[config.mk]
export PLATFORM = sky130hd
export DESIGN_NAME = msb_decode
export DESIGN_NICKNAME = d
export VERILOG_FILES = /design/src/rtl/msb_decode.sv
export SDC_FILE = /design/constraint.sdc
export NUM_CORES = 1
export LEC_CHECK = 0
export CAP_MARGIN = 5
export CORE_UTILIZATION = 29
export CTS_BUF_LIST = sky130_fd_sc_hd__clkbuf_8 sky130_fd_sc_hd__clkbuf_16
export DETAILED_ROUTE_END_ITERATION = 8
export DONT_BUFFER_PORTS = 1
export PLACE_DENSITY = 0.51
export RECOVER_POWER = 100
export SKIP_CTS_REPAIR_TIMING = 1
export SLEW_MARGIN = 20
export SYNTH_ARGS = -nofsm -noshare
export SYNTH_HDL_FRONTEND = slang
export SYNTH_SLANG_ARGS = --single-unit
[constraint.sdc]
create_clock -name clk -period 4.12 [get_ports clk]
set_clock_uncertainty 0.2 [all_clocks]
set_input_delay 1.03 -clock clk [delete_from_list [all_inputs] [get_ports clk]]
set_output_delay 1.03 -clock clk [all_outputs]
set_load 0.1 [all_outputs]
[src/rtl/msb_decode.sv]
// Rebuilds a W-bit word from a stream of MSB indices, one beat per cycle, and emits the word
// with its popcount and a sticky per-frame error flag when the last beat is accepted.
module msb_decode #(
    parameter int unsigned W  = 3,
    parameter int unsigned IW = 2,
    parameter int unsigned CW = 2
) (
    input  logic          clk,
    input  logic          rst_n,
    input  logic          in_valid,
    output logic          in_ready,
    input  logic [IW-1:0] in_idx,
    input  logic          in_zero,
    input  logic          in_last,
    output logic          out_valid,
    input  logic          out_ready,
    output logic [W-1:0]  out_word,
    output logic [CW-1:0] out_cnt,
    output logic          out_err
);

    typedef enum logic {StFirst, StMid} state_e;

    state_e        state_q;
    logic [W-1:0]  acc_q;
    logic [IW-1:0] prev_q;
    logic          ferr_q;

    logic          first;
    logic          accept;
    logic [W-1:0]  nacc;
    logic [CW-1:0] ncnt;
    logic          beat_err;

    assign first    = (state_q == StFirst);
    assign in_ready = !(out_valid && !out_ready);
    assign accept   = in_valid && in_ready;

    always_comb begin
        nacc     = acc_q;
        beat_err = 1'b0;
        if (in_zero) begin
            // An empty word is only legal as a complete single-beat frame.
            beat_err = !first || !in_last;
        end else if (32'(in_idx) >= W) begin
            beat_err = 1'b1;
        end else begin
            nacc     = acc_q | (W'(1) << in_idx);
            beat_err = !first && (in_idx >= prev_q);
        end

        ncnt = '0;
        for (int i = 0; i < int'(W); i++) begin
            ncnt = ncnt + CW'(nacc[i]);
        end
    end

    always_ff @(posedge clk or negedge rst_n) begin
        if (!rst_n) begin
            state_q   <= StFirst;
            acc_q     <= '0;
            prev_q    <= '0;
            ferr_q    <= 1'b0;
            out_valid <= 1'b0;
            out_word  <= '0;
            out_cnt   <= '0;
            out_err   <= 1'b0;
        end else begin
            if (out_valid && out_ready) begin
                out_valid <= 1'b0;
            end
            if (accept) begin
                prev_q <= in_idx;
                if (in_last) begin
                    // A last beat accepted alongside a drain keeps out_valid high.
                    out_valid <= 1'b1;
                    out_word  <= nacc;
                    out_cnt   <= ncnt;
                    out_err   <= ferr_q | beat_err;
                    acc_q     <= '0;
                    ferr_q    <= 1'b0;
                    state_q   <= StFirst;
                end else begin
                    acc_q   <= nacc;
                    ferr_q  <= ferr_q | beat_err;
                    state_q <= StMid;
                end
            end
        end
    end

endmodule

Word level (Yosys, flattened, before mapping)
Cells that the tools add are included.

$lt $le $gt $ge: 2. Bitwise logic cells: 2. $add $sub $neg: 2. Multiplexer cells: 10. Shift-type cells: 1. Reductions and logical operators: 9.

Operators with widths (number): two-way mux 3 bit (3); two-way mux 1 bit (7); logical AND 1 bit (4); zero test 1 bit (3); OR 3 bit (1); left shift 1 x 2 -> 3 bit (first input constant) (1); adder 1 x 1 -> 2 bit (1); adder 2 x 1 -> 2 bit (1); >= comparator 2 bit (1); >= comparator 2 bit (second input constant) (1); AND reduction 2 bit (1); logical OR 1 bit (1); OR 1 bit (1).

Input port bits: 8. Output and inout bits: 8. Logic and storage cells: 34. Register bits: 14.

Logic depth before layout (Yosys ltp)
Gate-level depths: netlist of run 1.

Depth after elaboration: 6. Mapped depth: 5. Mapped depth without buffers: 5.

Worst setup path after synthesis of run 1
No wires, ideal clock.

Path type: input to output. From: in out_ready. To: out in_ready. Required time: 2890 ps. Stages on the path: 2. Path buffers: 1. Slack: 1422 ps. Arrival: 1468 ps. Cells stage by stage: nand2b_4 > buf_4.

Word-level cells in the longest chain between the ends: 3.

RTL lines: start, declared (line 16) `input logic out_ready,`; zero test 1 bit (line 36) `assign in_ready = !(out_valid && !out_ready);`; logical AND 1 bit (line 36); zero test 1 bit (line 36); end, declared (line 11) `output logic in_ready,`.

No other way between the ends.

Worst setup path in the final report of run 1
Ends and elaborated chain as after synthesis.

==> run summary, run 1 <==
Post-synthesis mux area share - 0.137
Syn nets - 68
Compound-Gate Fraction of Synth Area - 0.105
Via/cell ratio - 5.09
RSZ-0062 raised after global routing - no
Synth Area in Simple Gates - 0.149
Pre-Repair DR Iteration Count - 2
WP data required - 2.89 ns
Final ANT Viol Nets - 0
# DRC - 0
XOR/XNOR share of the synthesized area - 0
RD Place Congestion - 0.751
Ant. Diodes - 0
Die Y-Extent - 51.5 µm
Clock sinks - 14
Post-synth top area cell - dfrtp_1
Die W - 51.5 µm
Sw power - 219 µW
Combinational power share - 0.128
Die area - 2660 µm²
Count of final hold-check violations - 0
DR WL/cell - 14.5 µm
Final #Nets - 71
Sw frac - 0.446
CP Max Fanout - 11
Initial antenna violation count - 0
Max frequency - 0.307 GHz
Yosys reg bits - 14
Synth top area cells - dfrtp_1 49%, mux2_4 11%, ha_1 3.5%, buf_6 3.2%, mux2_2 3.2%
DRT Wirelength - 1270 µm
Non-filler cells, final - 87
Synth top cells by count - 14 x dfrtp_1, 5 x mux2_4, 5 x nor2_1
VDD IR-drop max - 0.324 mV
Fin Setup TNS - 0 ns
R2R depth - 4
First-pass GRT wire length - 2110 µm
Delay-heaviest family, CP - simple AND/OR/NAND/NOR gates
Ys async rst share - 1.00
Placed instance area - 724 µm²
Final min period - 3.26 ns
Final Cycle Share - 0.791
Worst-margin pin slew - 1.35 ns
Area growth, synth to finish - 5.10%
I/O pin count - 16
EDFF count, synth - 0
Part of the power in registers - 0.604
Rows - 17
Outcome - complete, no violations
Core box area - 2250 µm²
DP HPWL - 945 µm
Register area share after synthesis - 0.492
Yosys warns - 0
CTS buffer count - 3
Buffers added on ports - 0
Top-count cell post-synth - dfrtp_1
WP buf/inv - 0
Leak Pwr - 0.348 nW
Combinational family with the most area after synthesis - simple AND/OR/NAND/NOR gates
TritonCTS clock tree - built
Maxcap violations - 0
Cell Chain, Critical Path - nand2b_1
Setup crit end kind - output port
Slew margin rel. - 0.0995
CP arrival - 2.03 ns
Cells after Synth - 57
Finished Cell Area - 748 µm²
Top-area cell type share of the netlist area - 0.492
Clk buf depth - 2
Synth Area in Adders - 0.0633
Vias in the first global route - 487
Crit Path Class - in -> out
Final setup viols - 0
Via count - 443
Clock Latency Late Sink - 0.24 ns
Cell area after synthesis - 712 µm²
Post-Place Cells - 83
Pwr Density - 657 nW/µm²
Largest stage delay on the critical path - 0.99 ns
Clk pwr share - 0.268
Mean Syn Cell Area - 12.5 µm²
Largest net degree at the start of global routing - 15
Root Driver - clkbuf_8
Slowest CP cell - nand2b_1
Tot GR Track Use - 0.107
Main flop type after synthesis - dfrtp_1
Total grt overflow - 0
Cell depth of the worst setup path - 1
Distinct cells, synth - 26
Layout cell share with drive strength beyond 1 - 0.119
Clk slew on worst S/H paths - 0.06 ns
Initial DRC Count - 3
Final Util - 0.332
# H-tree levels - 1
Startpoint types - primary input
Fin. max-slew vios - 0
Hold/Removal Path Class - in -> async
Initial Utilization - 0.316
Internal power - 272 µW
[sequential cells by signal (all words and copies together) (netlist names)]
signal / cells
state_q: 1
ferr_q: 1
out_cnt: 2
out_word: 3
out_err: 1
acc_q: 3
prev_q: 2
out_valid: 1
[power groups by stage]
stage,registers (mW),clock network [mW],logic [mW]
2_1_floorplan,0.304,0,0.0627
3_3_place_gp,0.300,0,0.0751
3_5_place_dp,0.300,0,0.0781
4_1_cts,0.298,0.136,0.0787
5_1_grt,0.300,0.138,0.0723
6_report,0.297,0.132,0.0630
[cell type report]
cell class | instances | area [µm²]
inverters | 2 | 7.51
clock buffers | 4 | 55.1
multi-input cells | 38 | 293
fillers | 235 | 1510
flip-flops and latches | 14 | 350
well taps | 28 | 35.0
repair buffers | 1 | 7.51
[layer usage]
metal / part of all wire / wire length [µm] / GRT usage / vias up
met5: 0 / 0 / 0 / -
met4: 0 / 0 / 0.0541 / 0
met3: 0.042 / 53 / 0.0175 / 0
met2: 0.51 / 642 / 0.188 / 9
met1: 0.45 / 570 / 0.124 / 226
li1: - / - / - / 208
[cells in the final DEF, fill, tap and decap left out]
cell type and count:
o21ai_0 1, dfrtp_1 14, nor4bb_1 1, buf_4 1
nand2_1 2, mux2_1 5, nor3b_1 2, a41oi_1 1
ha_1 2, a31oi_1 3, nor3_1 1, clkbuf_8 4
o2bb2ai_1 1, fa_1 1, a21oi_1 2, a211oi_1 1
inv_1 2, nand3b_1 1, mux2_2 2, nand2b_1 1
a21o_1 1, and3_1 1, nand3_1 1, nor2_1 5
o22a_1 1, or2_1 2
[stage by stage]
step,power (mW),hold slack [ns],setup slack [ns]
3_3_place_gp,0.375,0.281,1.51
3_5_place_dp,0.378,0.284,1.50
5_1_grt,0.511,0.268,0.818
6_report,0.491,0.279,0.861
2_1_floorplan,0.366,0.255,1.42
4_1_cts,0.512,0.272,1.50
[cell families after synthesis]
family / Yosys count
and+or+nand+nor: 17
DFF: 14
AOI/OAI and AO/OA: 11
muxes: 7
buffers and inverters: 5
adders and majority gates: 3
[worst reg2reg max path: cells and delay by family, from the launching register on]
family	cells	cell delay, ns
AND/OR/NAND/NOR	2	1.54
flip-flops	1	0.36
multiplexers	1	0.37
buffers and inverters	1	0.23
[final timing paths]
kind | endpoint | from | slack (ns)
min in group clk | acc_q[0] | acc_q[0] | 0.29
worst max-delay path | in_ready | out_ready | 0.86
worst min-delay path | out_err | rst_n | 0.28
max in group asynchronous | out_cnt[0] | rst_n | 3.37
worst min register to register | acc_q[0] | acc_q[0] | 0.29
worst max register to register | out_word[0] | out_valid | 1.31
No activity file was read; power rests on OpenSTA's default activity.
==> run 2, diff against run 1 <==
==> constraint.sdc (replaced) <==
create_clock -name clk -period 3.2 [get_ports clk]
set_clock_uncertainty 0.2 [all_clocks]
set_input_delay 0.8 -clock clk [delete_from_list [all_inputs] [get_ports clk]]
set_output_delay 0.8 -clock clk [all_outputs]
set_load 0.1 [all_outputs]
==> run summary, run 2 (synthesis results as in run 1) <==
Pre-Repair DR Iteration Count - 4 (+2)
CTS buffer count - 3 (unchanged)
DRT Wirelength - 1200 µm (-4.8%)
Fin. max-slew vios - 0 (unchanged)
Final min period - 2.20 ns
Multi-input gate area - 300 µm² (+2.6%)
Clk pwr share - 0.274 (+0.006)
Rows - 17 (unchanged)
Cell Chain, Critical Path - buf_4 -> nand2b_4
RSZ-0062 raised after global routing - no
Root Driver - clkbuf_8
Via count - 424 (-4.3%)
Buffers added on ports - 0 (unchanged)
Combinational power share - 0.125 (-0.003)
Largest stage delay on the critical path - 0.36 ns (-0.63 ns)
DP HPWL - 873 µm (-7.6%)
First-pass GRT wire length - 1990 µm (-5.5%)
Part of the power in registers - 0.601 (-0.003)
Largest net degree at the start of global routing - 15 (unchanged)
Total grt overflow - 0 (unchanged)
Crit Path Class - reg -> out
Sw frac - 0.448 (+0.00240)
TritonCTS clock tree - built
Fin Hold WS - 0.0415 ns (-0.238 ns)
Ant. Diodes - 0 (unchanged)
Final ANT Viol Nets - 0 (unchanged)
Slew margin rel. - 0.400 (+0.301)
Leak Pwr - 0.354 nW (+1.6%)
WP buf/inv - 1 (+1)
# DRC - 0 (unchanged)
Vias in the first global route - 450 (-7.6%)
Die W - 51.5 µm (unchanged)
Fill cell count - 245 (+4.3%)
Worst R2R End - out_word[1]
DR WL/cell - 13.8 µm (-4.8%)
Pwr Density - 841 nW/µm² (+28%)
Max frequency - 0.454 GHz
Clock sinks - 14 (unchanged)
Initial Utilization - 0.316 (unchanged)
Most common cell after layout, fill and taps aside - dfrtp_1
Delay-heaviest family, CP - flip-flops
Startpoint types - flip-flop
Die area - 2660 µm² (unchanged)
Maxcap violations - 0 (unchanged)
RR Startpoint - out_valid
RD Place Congestion - 0.660 (-12%)
Top Registers - acc_q (3), out_word (3)
Final setup viols - 0 (unchanged)
Tot GR Track Use - 0.105 (-0.00173)
Worst-margin pin slew - 0.900 ns (-0.451 ns)
Clock Latency Late Sink - 0.25 ns (about the same)
# H-tree levels - 1 (unchanged)
Count of final hold-check violations - 0 (unchanged)
Sw power - 285 µW (+30%)
Layout cell share with drive strength beyond 1 - 0.136 (+0.0169)
Hold/Removal Path Class - in -> async
CP Max Fanout - 11 (unchanged)
Area growth, synth to finish - 6.15%
Via/cell ratio - 4.87 (-4.3%)
R2R depth - 4 (unchanged)
Final Cycle Share - 0.688
Core box area - 2250 µm² (unchanged)
Most frequent cells in the layout - 14 x dfrtp_1, 5 x nor2_1, 5 x mux2_1
Clk slew on worst S/H paths - 0.06 ns (about the same)
Initial DRC Count - 3 (unchanged)
Setup slack, reg-to-reg - 1.10 ns (-0.21 ns)
WP data required - 2.20 ns (-0.69 ns)
Fin Setup TNS - 0 ns (unchanged)
Outcome - complete, no violations
VDD IR-drop max - 0.307 mV (-5.1%)
I/O pin count - 16 (unchanged)
Initial antenna violation count - 0 (unchanged)
Final #Nets - 71 (unchanged)
CP arrival - 1.20 ns (-0.83 ns)
Total power - 635 µW (+29%)
Clk buf depth - 2 (unchanged)
FF/Latch Area - 350 µm² (unchanged)
Setup crit end kind - output port
Slowest CP cell - dfrtp_1
Die Y-Extent - 51.5 µm (unchanged)
Internal power - 350 µW (+29%)
Final Util - 0.335 (+0.00333)
-- run 2: per-stage QoR --
step / setup WS (ns) / cells / instance area (µm²)
4_1_cts: 0.992 / 87 / 779
3_3_place_gp: 0.971 / 83 / 724
3_5_place_dp: 0.961 / 83 / 724
2_1_floorplan: 0.921 / 57 / 712
5_1_grt: 0.960 / 87 / 756
6_report: 0.999 / 87 / 756
-- run 2: worst max-delay path by stage --
stage / from / endpoint / slack [ns] / cells after the start
2_1_floorplan: out_valid / in_ready / 0.92 / 2
3_3_place_gp: in_idx[1] / out_cnt[0] / 0.97 / 4
3_5_place_dp: in_idx[1] / out_cnt[0] / 0.96 / 4
4_1_cts: out_valid / in_ready / 0.99 / 2
5_1_grt: out_valid / in_ready / 0.96 / 2
6_report: out_valid / in_ready / 1.0 / 2
-- run 2: area by class of cell --
cell class | count | share of cell area
tap | 28 | 0.0464
multi-input combinational | 38 | 0.397
sequential | 14 | 0.464
timing repair buffer | 1 | 0.00993
inverter | 2 | 0.00993
clock buffer | 4 | 0.0728
-- run 2: metal layers --
layer  GRT usage  wire, µm  share of wire  vias up
met1       0.134       546           0.45      200
met3      0.0175        50          0.042        4
met5           0         0              0        -
met2       0.158       573           0.48       12
li1            -         -              -      208
met4      0.0811        34          0.028        0
-- run 2: power groups by stage --
stage,clock [mW],sequential (mW),combinational (mW)
3_3_place_gp,0,0.387,0.0968
5_1_grt,0.185,0.387,0.0901
3_5_place_dp,0,0.387,0.0980
4_1_cts,0.178,0.384,0.0990
2_1_floorplan,0,0.391,0.0807
6_report,0.174,0.382,0.0795
==> run 3, diff against run 2 <==
==> constraint.sdc (replaced) <==
create_clock -name clk -period 2.2 [get_ports clk]
set_clock_uncertainty 0.2 [all_clocks]
set_input_delay 0.55 -clock clk [delete_from_list [all_inputs] [get_ports clk]]
set_output_delay 0.55 -clock clk [all_outputs]
set_load 0.1 [all_outputs]
==> run summary, run 3 (synthesis results as in run 1) <==
# DRC - 0 (unchanged)
Final #Nets - 74 (+4.2%)
Die W - 51.5 µm (unchanged)
Core box area - 2250 µm² (unchanged)
WP data required - 1.45 ns (-0.75 ns)
Setup crit end kind - output port
Initial antenna violation count - 0 (unchanged)
Hold_sp - in_last
Hold EP - out_valid
Via/cell ratio - 4.96 (+1.7%)
R2R depth - 3 (-1)
Rows - 17 (unchanged)
CP arrival - 1.26 ns (+0.06 ns)
Clk slew on worst S/H paths - 0.06 ns (about the same)
Largest net degree at the start of global routing - 15 (unchanged)
FF/Latch Area - 350 µm² (unchanged)
Top Registers - acc_q (3), out_word (3)
Hold/Removal Path Class - in -> reg
Setup slack, reg-to-reg - 0.52 ns (-0.58 ns)
Max frequency - 0.497 GHz
Clock Latency Late Sink - 0.24 ns (about the same)
Die Y-Extent - 51.5 µm (unchanged)
Non-filler cells, final - 90 (+3.4%)
Buffers added on ports - 0 (unchanged)
Worst-margin pin slew - 0.904 ns (+0.00442 ns)
Final Cycle Share - 0.915
First-pass GRT wire length - 2120 µm (+6.2%)
TritonCTS clock tree - built
Startpoint types - flip-flop
RR Startpoint - acc_q[0]
CTS buffer count - 3 (unchanged)
Clk buf depth - 2 (unchanged)
Fill cell count - 232 (-5.3%)
Fin Setup TNS - 0 ns (unchanged)
DR WL/cell - 13.6 µm (-2.0%)
Slew margin rel. - 0.397 (-0.00294)
Leak Pwr - 0.366 nW (+3.5%)
Most common cell after layout, fill and taps aside - dfrtp_1
Die area - 2660 µm² (unchanged)
Initial DRC Count - 7 (+4)
Pre-Repair DR Iteration Count - 4 (unchanged)
Count of final hold-check violations - 0 (unchanged)
Ant. Diodes - 0 (unchanged)
Tot GR Track Use - 0.112 (+0.00641)
RSZ-0062 raised after global routing - no
Clock sinks - 14 (unchanged)
Final ANT Viol Nets - 0 (unchanged)
RD Place Congestion - 0.684 (+3.5%)
Maxcap violations - 0 (unchanged)
Worst R2R End - out_cnt[0]
Fin. max-slew vios - 0 (unchanged)
Area growth, synth to finish - 9.14%
Vias in the first global route - 483 (+7.3%)
Crit Path Class - reg -> out
Total power - 941 µW (+48%)
I/O pin count - 16 (unchanged)
Post-Place Cells - 85 (+2.4%)
Final min period - 2.01 ns
Total grt overflow - 0 (unchanged)
CP Max Fanout - 11 (unchanged)
DP HPWL - 903 µm (+3.5%)
Hold depth - 2
DRT Wirelength - 1220 µm (+1.4%)
Root Driver - clkbuf_8
# H-tree levels - 1 (unchanged)
VDD IR-drop max - 0.419 mV (+36%)
Final setup viols - 0 (unchanged)
Outcome - complete, no violations
Initial Utilization - 0.316 (unchanged)
Pwr Density - 1210 nW/µm² (+44%)
Via count - 446 (+5.2%)
Multi-input gate area - 304 µm² (+1.3%)
Layout cell share with drive strength beyond 1 - 0.177 (+0.0418)
Most frequent cells in the layout - 14 x dfrtp_1, 5 x nor2_1, 4 x mux2_1, 4 x clkbuf_8
[run 3: cell types whose count changed in the layout (fill, tap and decap cells not counted), sizes merged]
cell,previous run,this run
buf,1,0
clkbuf,4,7
dlygate4sd3,0,1
[run 3: report_power, final]
part / internal [mW] / switching (mW) / leakage [nW] / total [mW]
combinational: 0.0609 / 0.0988 / 0.164 / 0.160
sequential: 0.301 / 0.229 / 0.173 / 0.531
clock: 0.159 / 0.0922 / 0.0288 / 0.251
[run 3: how the worst max path moves through the flow]
stage,startpoint,endpoint,slack (ns),cells after the start
finish,out_valid,in_ready,0.19,2
global route,out_valid,in_ready,0.13,2
CTS,out_word[0],out_word[0],0.25,0
detailed placement,in_idx[1],out_cnt[0],0.20,4
global placement,in_idx[1],out_cnt[0],0.23,4
floorplan,out_valid,prev_q[0],0.12,4
[run 3: per-layer routing]
metal / wire, µm / track usage / up-vias
met5: 0 / 0 / -
met4: 0 / 0.0811 / 0
met3: 59 / 0.0263 / 0
met2: 631 / 0.184 / 12
met1: 530 / 0.125 / 223
li1: - / - / 211
[run 3: critical path: stages, from the launching register on]
cell and delay [ns]:
dfrtp_1 0.40, nand2b_4 0.14, clkbuf_2 0.47
[run 3: area by class of cell]
class | instances | share of cell area
flip-flops and latches | 14 | 0.451
multi-input cells | 38 | 0.391
clock buffers | 4 | 0.0709
well taps | 28 | 0.0451
repair buffers | 4 | 0.0322
inverters | 2 | 0.00966
[run 3: metrics by stage]
step	instance area [µm²]	utilization	worst slack (ns)	hold slack (ns)
2_1_floorplan	712	-	0.119	0.0544
3_5_place_dp	739	0.328	0.203	0.0549
6_report	777	0.345	0.186	0.245
5_1_grt	777	0.345	0.133	0.248
3_3_place_gp	739	0.328	0.225	0.0549
4_1_cts	795	0.352	0.252	-0.213
